## config.mk

```make
export PLATFORM = sky130hd
export DESIGN_NAME = hazard_stall_ctrl
export DESIGN_NICKNAME = d
export VERILOG_FILES = /design/src/rtl/hazard_stall_ctrl.sv
export SDC_FILE = /design/constraint.sdc
export NUM_CORES = 1
export LEC_CHECK = 0
export CAP_MARGIN = 0
export CORE_UTILIZATION = 43
export CTS_CLUSTER_SIZE = 40
export DETAILED_ROUTE_END_ITERATION = 7
export PLACE_DENSITY = 0.89
export SYNTH_ARGS = -nofsm -noshare
export SYNTH_HDL_FRONTEND = slang
export SYNTH_SLANG_ARGS = --single-unit
export TNS_END_PERCENT = 10
```

## constraint.sdc

```tcl
create_clock -name clk -period 3.85 [get_ports clk]
set_input_delay 0.77 -clock clk [delete_from_list [all_inputs] [get_ports clk]]
set_output_delay 0.77 -clock clk [all_outputs]
set_load 0.02 [all_outputs]
```

## src/rtl/hazard_stall_ctrl.sv

```systemverilog
`default_nettype none
// ============================================================================
// Module   : hazard_stall_ctrl
// Purpose  : Load-use stall, branch flush and mul/div freeze sequencing for
//            the 5-stage pipeline. Optional macro HAZARD_PERF_EN adds
//            saturating performance counters.
// Revision : 1.0 - initial release
// ============================================================================
module hazard_stall_ctrl #(
    parameter int MD_TIMEOUT = 64,
    parameter int CNT_W      = 8
) (
    input  logic       clk,
    input  logic       rst,
    input  logic       ID_EX_memread,
    input  logic [4:0] ID_EX_wr_reg,
    input  logic [4:0] IF_ID_rs1,
    input  logic [4:0] IF_ID_rs2,
    input  logic       IF_ID_use_rs1,
    input  logic       IF_ID_use_rs2,
    input  logic       ID_EX_muldiv,
    input  logic       md_done,
    input  logic       branch_taken,
    output logic       md_start,
    output logic       pc_write,
    output logic       IF_ID_write,
    output logic       ID_EX_write,
    output logic       IF_ID_flush,
    output logic       ID_EX_bubble,
    output logic       EX_MEM_bubble,
    output logic       md_timeout
`ifdef HAZARD_PERF_EN
    ,
    output logic [31:0] perf_loaduse_cnt,
    output logic [31:0] perf_md_cnt,
    output logic [31:0] perf_flush_cnt
`endif
);

    typedef enum logic [0:0] {
        RUN     = 1'b0,
        MD_BUSY = 1'b1
    } state_t;

    state_t           state;
    logic [CNT_W-1:0] md_cnt;
    logic             load_use;
    logic             md_expire;
    logic             loaduse_stall;

    assign load_use = ID_EX_memread && (ID_EX_wr_reg != 5'd0) &&
                      ((IF_ID_use_rs1 && (IF_ID_rs1 == ID_EX_wr_reg)) ||
                       (IF_ID_use_rs2 && (IF_ID_rs2 == ID_EX_wr_reg)));

    assign md_expire = (md_cnt == CNT_W'(MD_TIMEOUT - 1));

    assign loaduse_stall = !rst && (state == RUN) && !branch_taken &&
                           !ID_EX_muldiv && load_use;

    // Outputs are forced to pass-through values while rst is held.
    always_comb begin
        md_start      = 1'b0;
        pc_write      = 1'b1;
        IF_ID_write   = 1'b1;
        ID_EX_write   = 1'b1;
        IF_ID_flush   = 1'b0;
        ID_EX_bubble  = 1'b0;
        EX_MEM_bubble = 1'b0;
        if (!rst) begin
            if (state == RUN) begin
                if (branch_taken) begin
                    IF_ID_flush  = 1'b1;
                    ID_EX_bubble = 1'b1;
                end else if (ID_EX_muldiv) begin
                    md_start      = 1'b1;
                    pc_write      = 1'b0;
                    IF_ID_write   = 1'b0;
                    ID_EX_write   = 1'b0;
                    EX_MEM_bubble = 1'b1;
                end else if (load_use) begin
                    pc_write     = 1'b0;
                    IF_ID_write  = 1'b0;
                    ID_EX_bubble = 1'b1;
                end
            end else if (!md_done && !md_expire) begin
                pc_write      = 1'b0;
                IF_ID_write   = 1'b0;
                ID_EX_write   = 1'b0;
                EX_MEM_bubble = 1'b1;
            end
        end
    end

    always_ff @(posedge clk or posedge rst) begin
        if (rst) begin
            state      <= RUN;
            md_cnt     <= '0;
            md_timeout <= 1'b0;
        end else if (state == RUN) begin
            if (!branch_taken && ID_EX_muldiv) begin
                state  <= MD_BUSY;
                md_cnt <= '0;
            end
        end else begin
            if (md_done) begin
                state <= RUN;
            end else if (md_expire) begin
                state      <= RUN;
                md_timeout <= 1'b1;
            end else begin
                md_cnt <= md_cnt + 1'b1;
            end
        end
    end

`ifdef HAZARD_PERF_EN
    always_ff @(posedge clk or posedge rst) begin
        if (rst) begin
            perf_loaduse_cnt <= '0;
            perf_md_cnt      <= '0;
            perf_flush_cnt   <= '0;
        end else begin
            if (loaduse_stall && (perf_loaduse_cnt != '1))
                perf_loaduse_cnt <= perf_loaduse_cnt + 32'd1;
            if (EX_MEM_bubble && (perf_md_cnt != '1))
                perf_md_cnt <= perf_md_cnt + 32'd1;
            if (IF_ID_flush && (perf_flush_cnt != '1))
                perf_flush_cnt <= perf_flush_cnt + 32'd1;
        end
    end
`else
    logic unused_perf;
    assign unused_perf = loaduse_stall;
`endif

endmodule
`default_nettype wire

```

## After elaboration in Yosys (flattened, before gate mapping)

Cells that the tools add are included.

- Register bits: 10
- Input bits: 23
- Output and inout bits: 8

- Add/sub/neg operators: 1
- Equal/unequal tests: 5
- Multiplexer cells: 33
- Bitwise operators: 1
- Reduce and logical (&&, ||, !) cells: 14

Operator list:

| kind | count |
|---|---|
| $mux W8 | 4 |
| $mux W1 | 29 |
| $eq A5 B5 Y1 | 2 |
| $add A8 B1 Y8 const B | 1 |
| $eq A8 B6 Y1 const B | 1 |
| $logic_and A1 B1 Y1 | 6 |
| $reduce_and A3 Y1 | 2 |
| $reduce_bool A5 Y1 | 1 |
| $ne A2 B2 Y1 const B | 2 |
| $logic_not A1 Y1 | 3 |
| $reduce_bool A2 Y1 | 1 |
| $logic_or A1 B1 Y1 | 1 |
| $not A1 Y1 | 1 |

## Longest topological paths before layout

- Depth in word-level cells: 9
- Gate-level depth with buffers: 7
- Gate-level depth less buffers: 5

## Worst setup path before layout

Ideal clock, no wire load.

- Path kind: input port to output port
- From: in ID_EX_wr_reg[1]
- To: out pc_write
- Data arrival time: 2.216 ns
- Data required time: 3.080 ns
- Slack: 0.864 ns
- Stages on the path: 5
- Path buffers: 1
- Cells stage by stage: or4_1 > o21ai_0 > nand3b_1 > a2bb2oi_1 > buf_4

- Longest elaborated chain between the ends: 9
- Elaborated cells between the ends (all ways): 13
- Classes of those cells: eq/ne: 2; mux: 5; reduce/logical: 6

Ends and longest elaborated chain:

| element | RTL line | text |
|---|---|---|
| start, declared | 16 | `input logic [4:0] ID_EX_wr_reg,` |
| $eq A5 B5 Y1 (on tied branches) | 52, 53 |  |
| $logic_and A1 B1 Y1 (on tied branches) | 52, 53 |  |
| $logic_or A1 B1 Y1 | 52 | `((IF_ID_use_rs1 && (IF_ID_rs1 == ID_EX_wr_reg)) \|\|` |
| $logic_and A1 B1 Y1 (*) | 51 | `assign load_use = ID_EX_memread && (ID_EX_wr_reg != 5'd0) &&` |
| $mux W1 (*) (5 in series) | n/a |  |
| end, declared | 25 | `output logic pc_write,` |

Mark *: on every way between the ends. The rest lies on a longest branch, timed or not.

## Worst setup path after layout

- From: in ID_EX_wr_reg[1]
- To: out pc_write

- Longest elaborated chain between the ends: 9
- Elaborated cells between the ends (all ways): 13
- Classes of those cells: eq/ne: 2; mux: 5; reduce/logical: 6

Ends and longest elaborated chain:

| element | RTL line | text |
|---|---|---|
| $eq A5 B5 Y1 (on tied branches) | 52, 53 |  |
| $logic_and A1 B1 Y1 (on tied branches) | 52, 53 |  |
| $logic_or A1 B1 Y1 | 52 |  |
| $logic_and A1 B1 Y1 (*) | 51 |  |
| $mux W1 (*) | 80 | `end else if (load_use) begin` |
| $mux W1 (*) | 74 | `end else if (ID_EX_muldiv) begin` |
| $mux W1 (*) | 71 | `if (branch_taken) begin` |
| $mux W1 (*) | 70 | `if (state == RUN) begin` |
| $mux W1 (*) | 69 | `if (!rst) begin` |

Marked as above.

==> tab_implementation.tex <==
\begin{tabular}{lr}
\hline
Metric & Value \\
\hline
\multicolumn{2}{l}{\textbf{Clocking}} \\
\quad CTS root buf & sky130\_fd\_sc\_hd\_\_clkbuf\_4 \\
\quad Number of hold buffers added after CTS & 0 \\
\quad Post-CTS setup buffers & 0 \\
\quad CTS tree & yes \\
\quad Later-pin clock latency in the skew report & 270 ps \\
\quad Num CTS Buffers & 3 \\
\quad Resize count post-CTS & 0 \\
\quad Number of clock sinks & 10 \\
\quad Clock transition at the registers of the reported paths & 60 ps \\
\quad CTS max path bufs & 2 \\
\quad CTS H-tree depth & 1 \\
\multicolumn{2}{l}{\textbf{Route}} \\
\quad Antenna violation net count after detailed routing & 0 \\
\quad Starting DRC count in detailed routing & 16 \\
\quad DR vias/cell & 5.902 \\
\quad Wire per inst & 14.26 µm \\
\quad Number of design rule violations left after detail routing & 0 \\
\quad Final wirelength & 1.754 mm \\
\quad Number of iterations in the first detailed-routing pass & 4 \\
\quad Overall via count from detail\_route & 726 \\
\multicolumn{2}{l}{\textbf{Yosys}} \\
\quad Number of distinct standard cells referenced by the synthesized netlist & 34 \\
\quad Mapped Nets & 102 \\
\quad Most used flip-flop cell after synthesis & sky130\_fd\_sc\_hd\_\_dfrtp\_1 \\
\quad Avg Synthesized Cell Area & 8.983 µm² \\
\quad Share of the yosys chip area belonging to registers & 0.3571 \\
\quad Synthesis warning total & 0 \\
\quad Post-synthesis cell count & 78 \\
\quad Cell area after synthesis & 700.7 µm² \\
\quad Number of synthesized flops with an enable pin & 0 \\
\quad Number of synthesized register bits & 10 \\
\quad Async S/R FF share, synth & 1.000 \\
\multicolumn{2}{l}{\textbf{Cells and area}} \\
\quad Multi-input gate area & 411.6 µm² \\
\quad Nets & 133 \\
\quad Post-route insts no fill & 123 \\
\quad Ant. Diodes & 0 \\
\quad Fraction of final layout cells sized beyond drive strength 1 & 0.02804 \\
\quad Register area & 250.2 µm² \\
\quad Count of fill cells added during filler insertion & 127 \\
\quad Area added between synthesis and finish & 45.00\% \\
\quad Final standard cell utilization of the core & 0.6744 \\
\multicolumn{2}{l}{\textbf{Place}} \\
\quad Placer congestion estimate & 0.7490 \\
\quad Instance count after placement with tap cells included & 120 \\
\quad Total of buffers placed on input and output ports & 30 \\
\quad DPL Wire Length & 1.403 mm \\
\multicolumn{2}{l}{\textbf{Floorplan}} \\
\quad Die W & 42.37 µm \\
\quad Total die area & 0.001795 mm² \\
\quad DIE HEIGHT & 42.37 µm \\
\quad Area of the core region & 0.001506 mm² \\
\quad \# IOs & 31 \\
\quad Row count & 14 \\
\quad Initial standard-cell utilization of the core & 0.4651 \\
\multicolumn{2}{l}{\textbf{Setup path}} \\
\quad Critical Path End Type & output pin \\
\quad Arrival time of the worst setup path & 2940 ps \\
\quad Worst Path Required & 3080 ps \\
\quad Maximum fanout along the worst path & 3 \\
\quad Crit Path Class & input pin to output pin \\
\quad Worst reg-to-reg setup slack & 2010 ps \\
\quad Startpoint class of the critical path & input pin \\
\multicolumn{2}{l}{\textbf{Power}} \\
\quad Maximum VDD drop & 0.1666 mV \\
\quad P per Cell Area & 276.3 mW/mm² \\
\quad Leakage & 0.4203 nW \\
\multicolumn{2}{l}{\textbf{Outcome}} \\
\quad Outcome & finished, final reports clean \\
\multicolumn{2}{l}{\textbf{Timing}} \\
\quad Post-route minimum period & 3711 ps \\
\quad Final max-slew violation count & 0 \\
\quad Final number of setup-violating endpoints & 0 \\
\quad Rel. slew slack & 0.7046 \\
\quad Fin Setup TNS & 0 ps \\
\quad Number of failing hold endpoints at the final stage & 0 \\
\quad Share of the clock period used by the worst path after layout & 0.9640 \\
\quad Unrepaired setup endpoints after global routing & no \\
\quad Fin Clk Skew & 0.7360 ps \\
\quad Top achievable clock speed & 269.4 MHz \\
\quad Slew at the pin closest to its max-slew limit & 442.6 ps \\
\multicolumn{2}{l}{\textbf{Global route}} \\
\quad Largest net degree at the start of global routing & 13 \\
\quad Total routing resource utilization after global routing & 0.2305 \\
\quad Wire length of the first global-routing pass & 3.084 mm \\
\quad Vias in the first global route & 729 \\
\quad Antenna violations before repair & 0 \\
\quad Residual overflow from global routing & 0 \\
\multicolumn{2}{l}{\textbf{Run}} \\
\quad Max cap viols & 0 \\
\multicolumn{2}{l}{\textbf{Hold path}} \\
\quad Class of the most critical hold timing path & flip-flop to flip-flop \\
\hline
\end{tabular}
-- cell type report --
cell class	instances	share of cell area
inverter	3	0.01108
multi-input combinational	61	0.4052
timing repair buffer	30	0.2956
clock buffer	3	0.02217
sequential	10	0.2463
tap	16	0.01970
-- synthesized netlist by cell type, types with 2 or more instances --
| master | n | area, µm² |
|---|---|---|
| sky130_fd_sc_hd__nand4_1 | 3 | 18.77 |
| sky130_fd_sc_hd__nor4_1 | 2 | 12.51 |
| sky130_fd_sc_hd__xnor2_1 | 3 | 26.28 |
| sky130_fd_sc_hd__o31ai_1 | 2 | 15.01 |
| sky130_fd_sc_hd__or4_1 | 3 | 22.52 |
| sky130_fd_sc_hd__mux2i_1 | 2 | 20.02 |
| sky130_fd_sc_hd__nand2_1 | 7 | 26.28 |
| sky130_fd_sc_hd__nand3_1 | 6 | 30.03 |
| sky130_fd_sc_hd__o21bai_1 | 2 | 15.01 |
| sky130_fd_sc_hd__inv_1 | 3 | 11.26 |
| sky130_fd_sc_hd__a21oi_1 | 2 | 10.01 |
| sky130_fd_sc_hd__nor2_1 | 4 | 15.01 |
| sky130_fd_sc_hd__o21ai_0 | 2 | 10.01 |
| sky130_fd_sc_hd__xor2_1 | 8 | 70.07 |
| sky130_fd_sc_hd__dfrtp_1 | 10 | 250.2 |
-- flip-flops by register name, indices dropped and copies added, names as in the netlist --
register    cells
md_timeout      1
md_cnt          8
state           1
-- final timing paths --
path,startpoint,end,depth (start not counted)
setup / recovery,ID_EX_wr_reg[1],pc_write,6
hold / removal,md_timeout,md_timeout,1
hold reg to reg,md_timeout,md_timeout,1
min in group asynchronous,rst,md_cnt[7],2
max in group asynchronous,rst,md_cnt[0],2
setup reg to reg,md_cnt[0],md_cnt[7],4
-- kinds of logic after synthesis --
kind of cell,count (synthesis),share of synthesized area
flip-flops,10,0.3571
buffers and inverters,7,0.05535
multiplexers,2,0.02857
XOR/XNOR,11,0.1375
AND/OR/NAND/NOR,33,0.2572
adder cells (fa/ha/maj),1,0.01785
AO/OA/AOI/OAI,14,0.1464
-- stage by stage --
| stage | cell area [µm²] | power (mW) | setup slack, ps | hold WS [ps] |
|---|---|---|---|---|
| 5_1_grt | 1016 | 0.2970 | 21.51 | 517.7 |
| 3_5_place_dp | 993.5 | 0.2108 | 136.2 | 474.0 |
| 4_1_cts | 1016 | 0.2804 | 136.2 | 493.0 |
| 3_3_place_gp | 993.5 | 0.2067 | 189.9 | 468.2 |
| 2_1_floorplan | 700.7 | 0.1660 | 864.4 | 459.9 |
| 6_report | 1016 | 0.2807 | 138.6 | 493.4 |
-- layer usage --
metal | GRT usage | wire length, µm
met1 | 0.2663 | 686
met2 | 0.3754 | 865
met3 | 0.08190 | 164
met4 | 0.1125 | 37
met5 | 0 | 0
-- critical path: stages --
cell and delay [ps]:
sky130_fd_sc_hd__clkdlybuf4s50_1 460, sky130_fd_sc_hd__or4_1 530, sky130_fd_sc_hd__o21ai_0 210, sky130_fd_sc_hd__nand3b_1 140, sky130_fd_sc_hd__a2bb2oi_1 200, sky130_fd_sc_hd__clkdlybuf4s50_1 630
-- cells in the final DEF (no fill, tap or decap) --
master,netlist,final
sky130_fd_sc_hd__or3_1,1,1
sky130_fd_sc_hd__nand3_1,6,6
sky130_fd_sc_hd__mux2i_1,2,2
sky130_fd_sc_hd__o21ai_0,2,2
sky130_fd_sc_hd__nand4_1,3,3
sky130_fd_sc_hd__nor3b_1,1,1
sky130_fd_sc_hd__dfrtp_1,10,10
sky130_fd_sc_hd__a311oi_1,1,1
sky130_fd_sc_hd__and2_0,1,1
sky130_fd_sc_hd__nand4b_1,1,1
sky130_fd_sc_hd__a21oi_1,2,2
sky130_fd_sc_hd__xor2_1,8,8
sky130_fd_sc_hd__inv_1,3,3
sky130_fd_sc_hd__a41o_1,1,1
sky130_fd_sc_hd__nand2_1,7,7
sky130_fd_sc_hd__ha_1,1,1
sky130_fd_sc_hd__clkdlybuf4s50_1,0,30
sky130_fd_sc_hd__and3_1,1,1
sky130_fd_sc_hd__clkbuf_4,0,3
sky130_fd_sc_hd__nand2b_1,1,1
sky130_fd_sc_hd__nor4_1,2,2
sky130_fd_sc_hd__nand3b_1,1,1
sky130_fd_sc_hd__a41oi_1,1,1
sky130_fd_sc_hd__a32oi_1,1,1
sky130_fd_sc_hd__xnor2_1,3,3
sky130_fd_sc_hd__or4_1,3,3
sky130_fd_sc_hd__o211ai_1,1,1
sky130_fd_sc_hd__a2bb2oi_1,1,1
sky130_fd_sc_hd__and2_1,1,1
sky130_fd_sc_hd__nor2_1,4,4
sky130_fd_sc_hd__o21bai_1,2,2
sky130_fd_sc_hd__o31ai_1,2,2
-- power by group --
part           switching (mW)  leakage (nW)  internal [mW]
Combinational          0.0383         0.270         0.0448
Clock                  0.0364        0.0138         0.0362
Sequential             0.0109         0.136          0.114
Total                  0.0855         0.420          0.195
No activity file was read; power rests on OpenSTA's default activity.
==> edit 1 (config.mk and constraints unchanged) <==
`CNT_W`: 8 -> 6.
--- a/src/rtl/hazard_stall_ctrl.sv
+++ b/src/rtl/hazard_stall_ctrl.sv
@@ -9,5 +9,5 @@
 module hazard_stall_ctrl #(
     parameter int MD_TIMEOUT = 64,
-    parameter int CNT_W      = 8
+    parameter int CNT_W      = 6
 ) (
     input  logic       clk,
Behaviour: same outputs for any inputs over 10 cycles, from zero or initial values and one cycle with rst high; that may be too few to reach the edited logic, so the function may still have changed.
==> edit 1 against the unedited design <==
  * Clock skew about the same
  * Critical path type unchanged
  * Wire length increased by 1.7%
  * Count of clock-buffer cells in the layout unchanged
  * Worst setup slack improved by 0.084 ns
  * Die area decreased by 15%
  * Sequential share of layout area decreased by 2.9 points
  * Total power decreased by 7.7%
  * Area after synthesis decreased by 16%
  * Sequential cell count decreased by 2
  * Final area decreased by 9.4%
  * Global-route usage increased by 5.5 points
==> edit 1: results (changes against the unedited design) <==
| Metric | Value |
|---|---|
| Met3 usage | 0.0983 (+0.0164) |
| Met1 Wirelength | 636 um (-7.3%) |
| Register area | 200 sq um (-20%) |
| Hold EP | md_timeout$_DFFE_PP0P_ |
| R2R Setup Slk | 2.20 ns (+0.19 ns) |
| Unique masters post-synth | 25 (-26%) |
| Synth-to-Final Area Change | 56.6% |
| Number of multi-input logic gates | 53 (-13%) |
| R2R depth | 6 (+2) |
| R2r endpoint | md_cnt[5]$_DFFE_PP0P_ |
| Routed met3 length | 115 um (-30%) |
| Status | finished, final reports clean |
| Placer Congestion | 0.832 (+11%) |
| Via-to-Cell Ratio | 5.89 (-0.15%) |
| Inverters | 4 (+1) |
| Min-delay worst type | flip-flop to flip-flop |
| Commonest cells in the netlist | xnor2_1, nand2_1, dfrtp_1 |
| Multi-input gate share of total cell area | 0.389 (-0.0166) |
| Nets | 125 (-6.0%) |
| 1st-iter DRT viols | 10 (-6) |
| Syn nets | 91 (-11%) |
| Max Clock Skew | 0.000354 ns (-0.000382 ns) |
| Grt met1 use | 0.270 (+0.00387) |
| Vias in the first global route | 675 (-7.4%) |
| Synth Area per Inst | 8.78 sq um (-2.3%) |
| Non-clk bufs | 31 (+3.3%) |
| Initial antenna violation count | 0 (unchanged) |
| Worst-Margin Slew | 0.384 ns (-0.0590 ns) |
| Largest regs | md_cnt: 6 flops, md_timeout: 1 flops, state: 1 flops |
| DR top layer | met4 |
| Met2 wire len | 984 um (+14%) |
| Area share of buffers outside the clock network | 0.334 (+0.0387) |
| Max Buffers Root-to-Sink | 2 (unchanged) |
| Worst Path Arrival | 2.86 ns (-0.08 ns) |
| Fill cells | 80 (-37%) |
| Sequential area share after synthesis | 0.340 (-0.0167) |
| Clock buf/inv share | 0.0245 (+0.00229) |
| First drt pass iteration count | 4 (unchanged) |
| Total clock sinks | 8 (-2) |
| Asr flop ratio synth | 1.00 (unchanged) |
| Wire per inst | 15.8 um (+11%) |
| Worst-path fanout max | 3 (unchanged) |
| Min-delay src | md_timeout$_DFFE_PP0P_ |
| Total track usage | 0.285 (+0.0549) |
| Worst-Skew Late Latency | 0.25 ns (-0.02 ns) |
| Worst hold slack | 0.478 ns (-0.0150 ns) |
| Grt met2 use | 0.529 (+0.154) |
| Pleak | 0.379 nW (-9.9%) |
| VDD IR max | 245 uV (+47%) |
| First-pass GRT wire length | 2780 um (-9.9%) |
| Cells taking the most area after synthesis | dfrtp_1, xnor2_1, or4_1, nand2_1, nand3_1 |
| Placed Area | 898 sq um (-9.6%) |
| Share of cells above drive strength 1 | 0.0505 (+0.0225) |
| Largest net degree at the start of global routing | 14 (+1) |
| DP HPWL | 1460 um (+4.3%) |
==> edit 1: cell count changes in the layout (fill, tap and decap cells not counted), sizes merged, moves of 2 or more <==
cell | before | now
mux2i | 2 | 0
or4 | 3 | 5
xor2 | 8 | 0
xnor2 | 3 | 10
o21bai | 2 | 0
nor4 | 2 | 0
dfrtp | 10 | 8
o211ai | 1 | 4
nand2 | 7 | 9
o31ai | 2 | 0
nor2 | 4 | 1
==> edit 1: stage by stage <==
step           setup slack [ns]  cells   util
3_3_place_gp              0.269    110  0.757
2_1_floorplan             0.992     67      -
6_report                  0.222    113  0.776
5_1_grt                   0.152    113  0.776
3_5_place_dp              0.233    110  0.757
4_1_cts                   0.220    113  0.776
==> edit 1: report_power, final <==
part	switching, W	internal, W	total (W)
logic	0.0000406	0.0000476	0.0000882
registers	0.0000118	0.0000929	0.000105
clock network	0.0000302	0.0000358	0.0000660
total	0.0000826	0.000176	0.000259
==> edit 1: critical path, stage by stage <==
cell and delay [ns]:
clkdlybuf4s50_1 0.49, or4_1 0.55, o21a_1 0.20, a41oi_2 0.21, clkdlybuf4s50_1 0.63
==> edit 1: cell families after synthesis <==
family                     after synthesis  share of synthesized area
AOI/OAI and AO/OA                       13                      0.168
DFF                                      8                      0.340
xor gates and xnor gates                10                      0.149
adders and majority gates                1                     0.0213
buffers and inverters                    6                     0.0510
and+or+nand+nor                         29                      0.270
==> edit 1: worst max path at each step <==
stage	depth (start not counted)	slack, ns	endpoint
after global placement	5	0.27	pc_write
after global routing	5	0.15	pc_write
final	5	0.22	IF_ID_write
after floorplan	6	0.99	pc_write
after detailed placement	5	0.23	pc_write
after CTS	5	0.22	IF_ID_write
==> edit 2 (config.mk and constraints unchanged) <==
Without the edit above. Register the input `ID_EX_wr_reg` before use. The logic sees it one clock later. The other inputs are not delayed to match.
--- a/src/rtl/hazard_stall_ctrl.sv
+++ b/src/rtl/hazard_stall_ctrl.sv
@@ -43,4 +43,10 @@
     } state_t;
 
+    logic [4:0] ID_EX_wr_reg_q;
+
+    always_ff @(posedge clk) begin
+        ID_EX_wr_reg_q <= ID_EX_wr_reg;
+    end
+
     state_t           state;
     logic [CNT_W-1:0] md_cnt;
@@ -49,7 +55,7 @@
     logic             loaduse_stall;
 
-    assign load_use = ID_EX_memread && (ID_EX_wr_reg != 5'd0) &&
-                      ((IF_ID_use_rs1 && (IF_ID_rs1 == ID_EX_wr_reg)) ||
-                       (IF_ID_use_rs2 && (IF_ID_rs2 == ID_EX_wr_reg)));
+    assign load_use = ID_EX_memread && (ID_EX_wr_reg_q != 5'd0) &&
+                      ((IF_ID_use_rs1 && (IF_ID_rs1 == ID_EX_wr_reg_q)) ||
+                       (IF_ID_use_rs2 && (IF_ID_rs2 == ID_EX_wr_reg_q)));
 
     assign md_expire = (md_cnt == CNT_W'(MD_TIMEOUT - 1));
Function: changed (Yosys sat finds a counterexample within 4 cycles, from zero or initial values and one cycle with rst high).
==> edit 2 against the unedited design <==
  * Wire length up 0.46%
  * Sequential cell count increased by 5
  * Worst setup slack better by 0.25 ns
  * Hold slack got worse by 0.022 ns
  * Register-to-register slack improved by 0.12 ns
  * Area after synthesis is 16% higher
  * Critical path depth did not move
  * Clock skew up 0.0016 ns
  * Final area is 14% higher
  * Global-route usage fell by 3.5 points
  * Total power up 30%
  * Clock power rose by 27%
  * Critical path type unchanged
==> edit 2: results (changes against the unedited design) <==
| Metric | Value |
|---|---|
| Status | finished, final reports clean |
| Vias | 743 (+2.3%) |
| DP HPWL | 1430 um (+2.0%) |
| Largest net degree at the start of global routing | 11 (-2) |
| Min-delay src | md_timeout$_DFFE_PP0P_ |
| Final setup fails | 0 (unchanged) |
| First-pass GRT wire length | 2870 um (-6.9%) |
| Reg-to-reg startpoint | md_cnt[0]$_DFFE_PP0P_ |
| Placer Congestion | 0.818 (+9.2%) |
| Nets | 141 (+6.0%) |
| Worst slack, placed | 0.377 ns (+0.241 ns) |
| Drt total wl | 1760 um (+0.46%) |
| Worst Path Arrival | 2.69 ns (-0.25 ns) |
| Sequential area share after synthesis | 0.433 (+0.0756) |
| Clock-pin slew on the worst setup and hold paths | 0.09 ns (+0.03 ns) |
| Asr flop ratio synth | 0.667 (-0.333) |
| Share of cells above drive strength 1 | 0.0948 (+0.0668) |
| Unique masters post-synth | 32 (-5.9%) |
| Cells taking the most area after synthesis | dfrtp_1, dfxtp_1, xor2_1, o211ai_1, o31ai_1 |
| Pleak | 0.484 nW (+15%) |
| Fill cells | 138 (+8.7%) |
| Synth Warn # | 0 (unchanged) |
| Worst path slowest cell | clkdlybuf4s50_1 |
| H-Tree Level Count | 1 (unchanged) |
| Min-delay worst type | flip-flop to flip-flop |
| R2R depth | 5 (+1) |
| Total track usage | 0.196 (-0.0347) |
| Hold depth | 1 (unchanged) |
| R2r endpoint | state$_DFF_PP0_ |
| Cell family with most CP delay | buffers and inverters |
| Max Clock Skew | 0.00235 ns (+0.00162 ns) |
| Worst-Margin Slew | 0.393 ns (-0.0493 ns) |
| Vias in the first global route | 723 (-0.82%) |
| First drt pass iteration count | 4 (unchanged) |
| Max Buffers Root-to-Sink | 2 (unchanged) |
| Worst-Skew Late Latency | 0.28 ns |
| Root Buffer | clkbuf_4 |
| Antenna cells | 0 (unchanged) |
| 1st-iter DRT viols | 17 (+1) |
| Largest regs | md_cnt: 8 flops, ID_EX_wr_reg_q: 5 flops |
| Commonest cells in the netlist | dfrtp_1, xor2_1, inv_1, nor2_1 |
| Port buffer count | 30 (unchanged) |
| Sw frac | 0.299 (-0.00574) |
| Slowest stage delay, CP | 0.54 ns (-0.09 ns) |
| Inserted Clock Buffers | 3 (unchanged) |
| VDD IR max | 159 uV (-4.5%) |
| Worst-path fanout max | 2 (-1) |
| Syn nets | 107 (+4.9%) |
| Post-CTS resize count | 0 (unchanged) |
| Initial antenna violation count | 0 (unchanged) |
| R2R Setup Slk | 2.13 ns (+0.12 ns) |
| Hold EP | md_timeout$_DFFE_PP0P_ |
edit 2: worst reg2reg max path, delay by kind of cell (launching register included):
| family | cells | cell delay, ns |
|---|---|---|
| AND/OR/NAND/NOR | 2 | 0.64 |
| flip-flops | 1 | 0.44 |
| adder cells (fa/ha/maj) | 1 | 0.25 |
| buffers and inverters | 1 | 0.04 |
| AO/OA/AOI/OAI | 1 | 0.25 |
edit 2: layout make-up:
cell class,count,area share
multi-input combinational,61,0.370
inverter,6,0.0194
sequential,15,0.302
clock inverter,1,0.00431
clock buffer,3,0.0194
tap,25,0.0269
timing repair buffer,30,0.259
edit 2: metal layers:
layer  vias to the layer above  share of wire  track usage
met3                         5          0.061       0.0397
met5                         -              0            0
li1                        362              -            -
met1                       344           0.43        0.214
met2                        32           0.49        0.357
met4                         0          0.019       0.0909
edit 2: power by group through the flow:
stage	logic (W)	clock network, W	registers, W
floorplan	0.0000484	0	0.000183
global placement	0.0000861	0	0.000187
detailed placement	0.0000891	0	0.000187
CTS	0.0000894	0.0000945	0.000184
global route	0.0000978	0.000102	0.000187
finish	0.0000888	0.0000919	0.000184
edit 2: metrics by stage:
step           hold WS (ns)  instances  cell area, sq um   util
6_report              0.472        141              1160  0.665
5_1_grt               0.506        141              1160  0.665
3_5_place_dp          0.451        137              1130  0.649
2_1_floorplan         0.500         83               810      -
4_1_cts               0.473        141              1160  0.665
3_3_place_gp          0.450        137              1130  0.649
edit 2: worst max-delay path by stage:
stage | slack [ns] | start | cells after the start | end
after floorplan | 1.17 | IF_ID_rs1[4] | 5 | pc_write
after global placement | 0.41 | IF_ID_rs1[1] | 6 | pc_write
after detailed placement | 0.38 | IF_ID_rs1[1] | 6 | pc_write
after CTS | 0.37 | IF_ID_rs1[1] | 6 | pc_write
after global routing | 0.31 | IF_ID_rs1[4] | 6 | pc_write
final | 0.39 | IF_ID_rs1[1] | 6 | pc_write
edit 2: kinds of logic (layout without fill, tap and decap cells):
family                   Yosys count  count (layout)  synth area share
AND/OR/NAND/NOR                   30              30             0.215
AO/OA/AOI/OAI                     17              17             0.159
flip-flops                        15              15             0.433
XOR/XNOR                          13              13             0.141
buffers and inverters              7              40            0.0371
adder cells (fa/ha/maj)            1               1            0.0155
